**src/rtl/iopll_seq_pkg.sv**
```systemverilog
// Shared types and sizing helpers for the I/O PLL lock sequencer.
package iopll_seq_pkg;

  localparam int STATE_W = 3;
  localparam int CNT_W   = 8;

  typedef enum logic [STATE_W-1:0] {
    ST_ASSERT_RST = 3'd0,
    ST_WAIT_LOCK  = 3'd1,
    ST_STABLE     = 3'd2,
    ST_RUN        = 3'd3,
    ST_FAIL       = 3'd4
  } seq_state_e;

  // Width of the shared cycle counter: enough for the longest of the three
  // cycle parameters, plus one bit of headroom.
  function automatic int cnt_width(input int a, input int b, input int c);
    int m;
    m = a;
    if (b > m) m = b;
    if (c > m) m = c;
    return $clog2(m) + 1;
  endfunction

endpackage

```
**src/rtl/iopll_lock_sync.sv**
```systemverilog
// Multi-flop synchronizer for a single asynchronous level, reset to 0.
module iopll_lock_sync #(
  parameter int STAGES = 2
) (
  input  logic clk_i,
  input  logic rst_i,
  input  logic async_i,
  output logic sync_o
);

  logic [STAGES-1:0] sync_q;

  // Shift the asynchronous level through STAGES flops.
  always_ff @(posedge clk_i or posedge rst_i) begin
    if (rst_i) sync_q <= '0;
    else       sync_q <= {sync_q[STAGES-2:0], async_i};
  end

  assign sync_o = sync_q[STAGES-1];

endmodule

```
**src/rtl/iopll_lock_sequencer.sv**
```systemverilog
// PLL reset/lock sequencer: pulses the PLL reset, waits for lock with a
// timeout, qualifies lock stability, then releases the downstream reset.
//
// state      | meaning
// -----------+----------------------------------------------------------
// ASSERT_RST | pll_rst held high for RST_PULSE_CYCLES
// WAIT_LOCK  | pll_rst released, waiting for synchronized lock (timeout)
// STABLE     | lock seen, counting consecutive locked cycles
// RUN        | user_rst released, monitoring for loss of lock
// FAIL       | retries exhausted, PLL held in reset until sw_relock
module iopll_lock_sequencer
  import iopll_seq_pkg::*;
#(
  parameter int RST_PULSE_CYCLES    = 16,
  parameter int LOCK_TIMEOUT_CYCLES = 100000,
  parameter int LOCK_STABLE_CYCLES  = 1024,
  parameter int MAX_RETRIES         = 3,
  parameter int SYNC_STAGES         = 2
) (
  input  logic               refclk,
  input  logic               rst,
  input  logic               pll_locked,
  input  logic               sw_relock,
  output logic               pll_rst,
  output logic               user_rst,
  output logic               ready,
  output logic               fail,
  output logic [STATE_W-1:0] state,
  output logic [CNT_W-1:0]   retry_cnt,
  output logic [CNT_W-1:0]   lock_loss_cnt
);

  localparam int CW = cnt_width(RST_PULSE_CYCLES, LOCK_TIMEOUT_CYCLES, LOCK_STABLE_CYCLES);
  localparam logic [CW-1:0]    RST_LAST    = CW'(RST_PULSE_CYCLES - 1);
  localparam logic [CW-1:0]    TO_LAST     = CW'(LOCK_TIMEOUT_CYCLES - 1);
  localparam logic [CW-1:0]    STABLE_LAST = CW'(LOCK_STABLE_CYCLES - 1);
  localparam logic [CNT_W-1:0] RETRY_MAX   = CNT_W'(MAX_RETRIES);

  seq_state_e       state_q, state_d;
  logic [CW-1:0]    cnt_q, cnt_d;
  logic [CNT_W-1:0] retry_q, retry_d;
  logic [CNT_W-1:0] loss_q, loss_d;
  logic             pll_rst_q, user_rst_q, ready_q, fail_q;
  logic             lock_s;

  iopll_lock_sync #(.STAGES(SYNC_STAGES)) u_lock_sync (
    .clk_i   (refclk),
    .rst_i   (rst),
    .async_i (pll_locked),
    .sync_o  (lock_s)
  );

  // Next-state, counter and retry/loss bookkeeping.
  always_comb begin
    state_d = state_q;
    cnt_d   = cnt_q;
    retry_d = retry_q;
    loss_d  = loss_q;
    if (sw_relock) begin
      state_d = ST_ASSERT_RST;
      cnt_d   = '0;
      retry_d = '0;
    end else begin
      unique case (state_q)
        ST_ASSERT_RST: begin
          if (cnt_q == RST_LAST) begin
            state_d = ST_WAIT_LOCK;
            cnt_d   = '0;
          end else begin
            cnt_d = cnt_q + CW'(1);
          end
        end
        ST_WAIT_LOCK: begin
          if (lock_s) begin
            // The cycle that sees lock counts as the first stable cycle.
            state_d = ST_STABLE;
            cnt_d   = CW'(1);
          end else if (cnt_q == TO_LAST) begin
            retry_d = retry_q + CNT_W'(1);
            cnt_d   = '0;
            state_d = (retry_q + CNT_W'(1) == RETRY_MAX) ? ST_FAIL : ST_ASSERT_RST;
          end else begin
            cnt_d = cnt_q + CW'(1);
          end
        end
        ST_STABLE: begin
          if (!lock_s) begin
            state_d = ST_WAIT_LOCK;
            cnt_d   = '0;
          end else if (cnt_q >= STABLE_LAST) begin
            state_d = ST_RUN;
            cnt_d   = '0;
            retry_d = '0;
          end else begin
            cnt_d = cnt_q + CW'(1);
          end
        end
        ST_RUN: begin
          if (!lock_s) begin
            state_d = ST_ASSERT_RST;
            cnt_d   = '0;
            if (loss_q != '1) loss_d = loss_q + CNT_W'(1);
          end
        end
        ST_FAIL: ;
        default: begin
          state_d = ST_ASSERT_RST;
          cnt_d   = '0;
        end
      endcase
    end
  end

  // State, counters and registered outputs decoded from the next state.
  always_ff @(posedge refclk or posedge rst) begin
    if (rst) begin
      state_q    <= ST_ASSERT_RST;
      cnt_q      <= '0;
      retry_q    <= '0;
      loss_q     <= '0;
      pll_rst_q  <= 1'b1;
      user_rst_q <= 1'b1;
      ready_q    <= 1'b0;
      fail_q     <= 1'b0;
    end else begin
      state_q    <= state_d;
      cnt_q      <= cnt_d;
      retry_q    <= retry_d;
      loss_q     <= loss_d;
      pll_rst_q  <= (state_d == ST_ASSERT_RST) || (state_d == ST_FAIL);
      user_rst_q <= (state_d != ST_RUN);
      ready_q    <= (state_d == ST_RUN);
      fail_q     <= (state_d == ST_FAIL);
    end
  end

  assign state         = state_q;
  assign retry_cnt     = retry_q;
  assign lock_loss_cnt = loss_q;
  assign pll_rst       = pll_rst_q;
  assign user_rst      = user_rst_q;
  assign ready         = ready_q;
  assign fail          = fail_q;

endmodule

```
**config.mk**
```make
export PLATFORM = sky130hd
export DESIGN_NAME = iopll_lock_sequencer
export DESIGN_NICKNAME = d
export VERILOG_FILES = /design/src/rtl/iopll_seq_pkg.sv /design/src/rtl/iopll_lock_sync.sv /design/src/rtl/iopll_lock_sequencer.sv
export SDC_FILE = /design/constraint.sdc
export NUM_CORES = 1
export LEC_CHECK = 0
export CORE_ASPECT_RATIO = 1.5
export CORE_MARGIN = 2
export CORE_UTILIZATION = 40
export DETAILED_ROUTE_END_ITERATION = 10
export REMOVE_ABC_BUFFERS = 1
export SYNTH_ARGS = -nofsm -noshare
export SYNTH_HDL_FRONTEND = slang
export SYNTH_SLANG_ARGS = --single-unit
```
**constraint.sdc**
```tcl
create_clock -name refclk -period 3 [get_ports refclk]
set_input_delay 0.3 -clock refclk [delete_from_list [all_inputs] [get_ports refclk]]
set_output_delay 0.3 -clock refclk [all_outputs]
set_load 0.02 [all_outputs]
```
==> flow_metrics.tcl <==
set metrics [dict create \
    status "finished clean" \
    drive_above_1_share_pct 13.26 \
    synth_ff_type "dfrtp_1" \
    routed-via-count 1876 \
    grt_max_degree 28 \
    ios 27 \
    maxCapViolations 0 \
    synth_edf_count 0 \
    synth_area_leaders "dfrtp_1 43%, xnor2_1 4.4%, nand2_1 3.9%" \
    die-area_mm2 0.006674 \
    startpoint_type "register" \
    die_height_um 99.06 \
    fin_crit_sh_pct 82.27 \
    grt_pass1_wl_um 8597 \
    core.rowCount 34 \
    crit_path_cell_trace "ha_1 -> nand3_1 -> or3_2 -> and4b_2 -> o31ai_4 -> and2_4 -> nor2_1" \
    synth-seq-cells 43 \
    area_growth_pct 15.89 \
    async_reset_ff_share_pct 100.0 \
    synth_area_leader_cell "dfrtp_1" \
    crit_slowest_cell "or3_2" \
    clock-sinks 43 \
    postCtsSetupRepairBufs 0 \
    grt-ovfl-total 0 \
    synth.distinct_cells 54 \
    rsz0062_at_grt "false" \
    drc 0 \
    cts_tree "done" \
    maxSlewViolCount 0 \
    grt_pass1_vias 1881 \
    cp_max_fo 11 \
    syn_avg_cell_area_um2 9.639 \
    yosys.cell_count.top_type "dfrtp_1" \
    yosys_warnings 0 \
    nets 286 \
    wl_um 4950 \
    end_kind "register" \
    drt_first_pass_iters 4 \
    slew_headroom_pct 31.55 \
    fillers 568 \
    hpwl_um 3696 \
    peakVddDrop_mv 0.2169 \
    clk_path_buf_depth 2 \
    skew_ns 0.006963 \
    synth_commonest_cells "41 x dfrtp_1, 25 x nand2_1, 24 x nor2_1, 13 x nand3_1" \
    crit_arrival_ns 2.65 \
    power_density_mw_per_mm2 352.5 \
    synth_top_area_share_pct 42.58 \
    vias_per_cell 5.345 \
    grt_use_total_pct 16.59 \
    worstSetupPathType "register to register" \
    syn_inst 250 \
    gp_congestion 0.8071 \
    p_leak_nw 1.154 \
    postCtsHoldBufs 0 \
    hold_depth 0 \
    seq_power_share_pct 59.9 \
    clkPwrFrac_pct 36.3 \
    num_antenna_cells 0 \
    intPower_w 0.0007553 \
    ff2ff_path_depth 7 \
    clock.fmax_ghz 0.4052 \
    start_util_pct 41.35 \
    worstMarginPinSlew_ns 1.021 \
    worst_hold_slack_ns 0.3591 \
    detail_route.wl_per_cell_um 14.10 \
    die-width_um 67.38 \
    swShare_pct 23.26 \
    ys_seq_area_share_pct 44.76 \
    antenna_found_initial 0 \
    fin_crit_ns 2.468 \
    max_stage_delay_ns 0.53 \
    post_cts_resized 0 \
    antenna_left 0 \
    clk_pin_slew_ns 0.07 \
    min_path_type "register to register" \
    clock_latency_ns 0.30 \
    net-switching-power_w 0.0002290 \
    syn-cell-area_mm2 0.002410 \
    fin_tns_setup_ns 0 \
    finalSetupViolCount 0 \
    combPwrFrac_pct 3.8 \
    numPortBuffers 26 \
    cts-root-buf "clkbuf_8" \
    numCtsBuffers 5 \
    core-area_mm2 0.005828 \
    hold_viol_final 0 \
    htree_levels 2 \
    worst_ep_required_time_ns 3.18 \
    drt-initial-drc-count 97 \
]
-- layout make-up --
class	count	area, µm²	area share [%]
timing repair buffer	28	275.3	9.857
clock inverter	3	15.01	0.5376
tap	72	90.09	3.226
clock buffer	5	68.82	2.464
multi-input combinational	192	1235	44.22
sequential	43	1079	38.62
inverter	8	30.03	1.075
-- stage by stage --
step / setup slack [ns] / power, W / utilization [%] / std cells / instance area (µm²)
floorplan: 0.8304 / 0.0006231 / - / 243 / 2344
global placement: 0.5229 / 0.0006391 / 46.48 / 343 / 2709
detailed placement: 0.5448 / 0.0006398 / 46.48 / 343 / 2709
CTS: 0.5138 / 0.001001 / 47.92 / 351 / 2793
global route: 0.3831 / 0.001035 / 47.92 / 351 / 2793
finish: 0.5319 / 0.0009843 / 47.92 / 351 / 2793
-- metal layers --
layer / wire, µm / up-vias / GRT usage [%]
met5: 0 / - / 0
met4: 85 / 0 / 5.181
met3: 142 / 7 / 2.968
met2: 2574 / 35 / 29.40
met1: 2148 / 895 / 19.82
li1: - / 939 / -
-- worst max-delay path: cells and delay by family, from the launching register on --
| kind | cells | cell delay, ns |
|---|---|---|
| and+or+nand+nor | 5 | 1.31 |
| DFF | 1 | 0.41 |
| AOI/OAI and AO/OA | 1 | 0.39 |
| adders and majority gates | 1 | 0.24 |
-- cell families (layout without fill, tap and decap cells) --
kind of cell    after synthesis  count (layout)  synth area share (%)
mux                           1               1                0.4673
xor+xnor                     21              21                 7.633
compound gates               43              43                 12.31
simple gates                123             123                 28.76
buf+inv                      15              44                 3.998
fa+ha+maj                     4               4                 2.077
flops                        43              43                 44.76
-- state kept, by name, summed over array words and instances, names as in the netlist --
register / flops
fail: 1
cnt_q: 18
retry_cnt: 8
user_rst: 1
u_lock_sync.sync_q: 2
pll_rst: 1
state: 3
lock_loss_cnt: 8
ready: 1
-- cell usage in the layout (no fill, tap or decap), drive strengths merged, types with 3 or more instances in the layout --
cell	n
and2	4
nor3	13
dfrtp	41
clkdlybuf4s50	26
inv	7
nand4b	3
or3	6
nand2b	6
nand3	14
nand4	6
clkinv	4
xor2	9
nor2	24
and3	5
a21o	5
xnor2	12
o21ai	10
or2	6
a31oi	4
a21oi	12
nand2	25
ha	4
clkbuf	5
-- worst paths after layout --
path | start | to | slack (ns)
hold reg to reg | u_lock_sync.sync_q[0] | u_lock_sync.sync_q[1] | 0.36
setup reg to reg | cnt_q[0] | cnt_q[6] | 0.53
hold / removal | u_lock_sync.sync_q[0] | u_lock_sync.sync_q[1] | 0.36
setup / recovery | cnt_q[0] | cnt_q[6] | 0.53
max in group asynchronous | rst | retry_cnt[6] | 1.91
min in group asynchronous | rst | lock_loss_cnt[6] | 0.40
-- power by group through the flow --
stage | registers, W | logic (W) | clock network, W
after global placement | 0.000601 | 0.0000380 | 0
after detailed placement | 0.000601 | 0.0000389 | 0
after floorplan | 0.000599 | 0.0000237 | 0
after CTS | 0.000590 | 0.0000390 | 0.000373
final | 0.000589 | 0.0000373 | 0.000358
after global routing | 0.000591 | 0.0000437 | 0.000401
(Power assumes the default switching activity.)
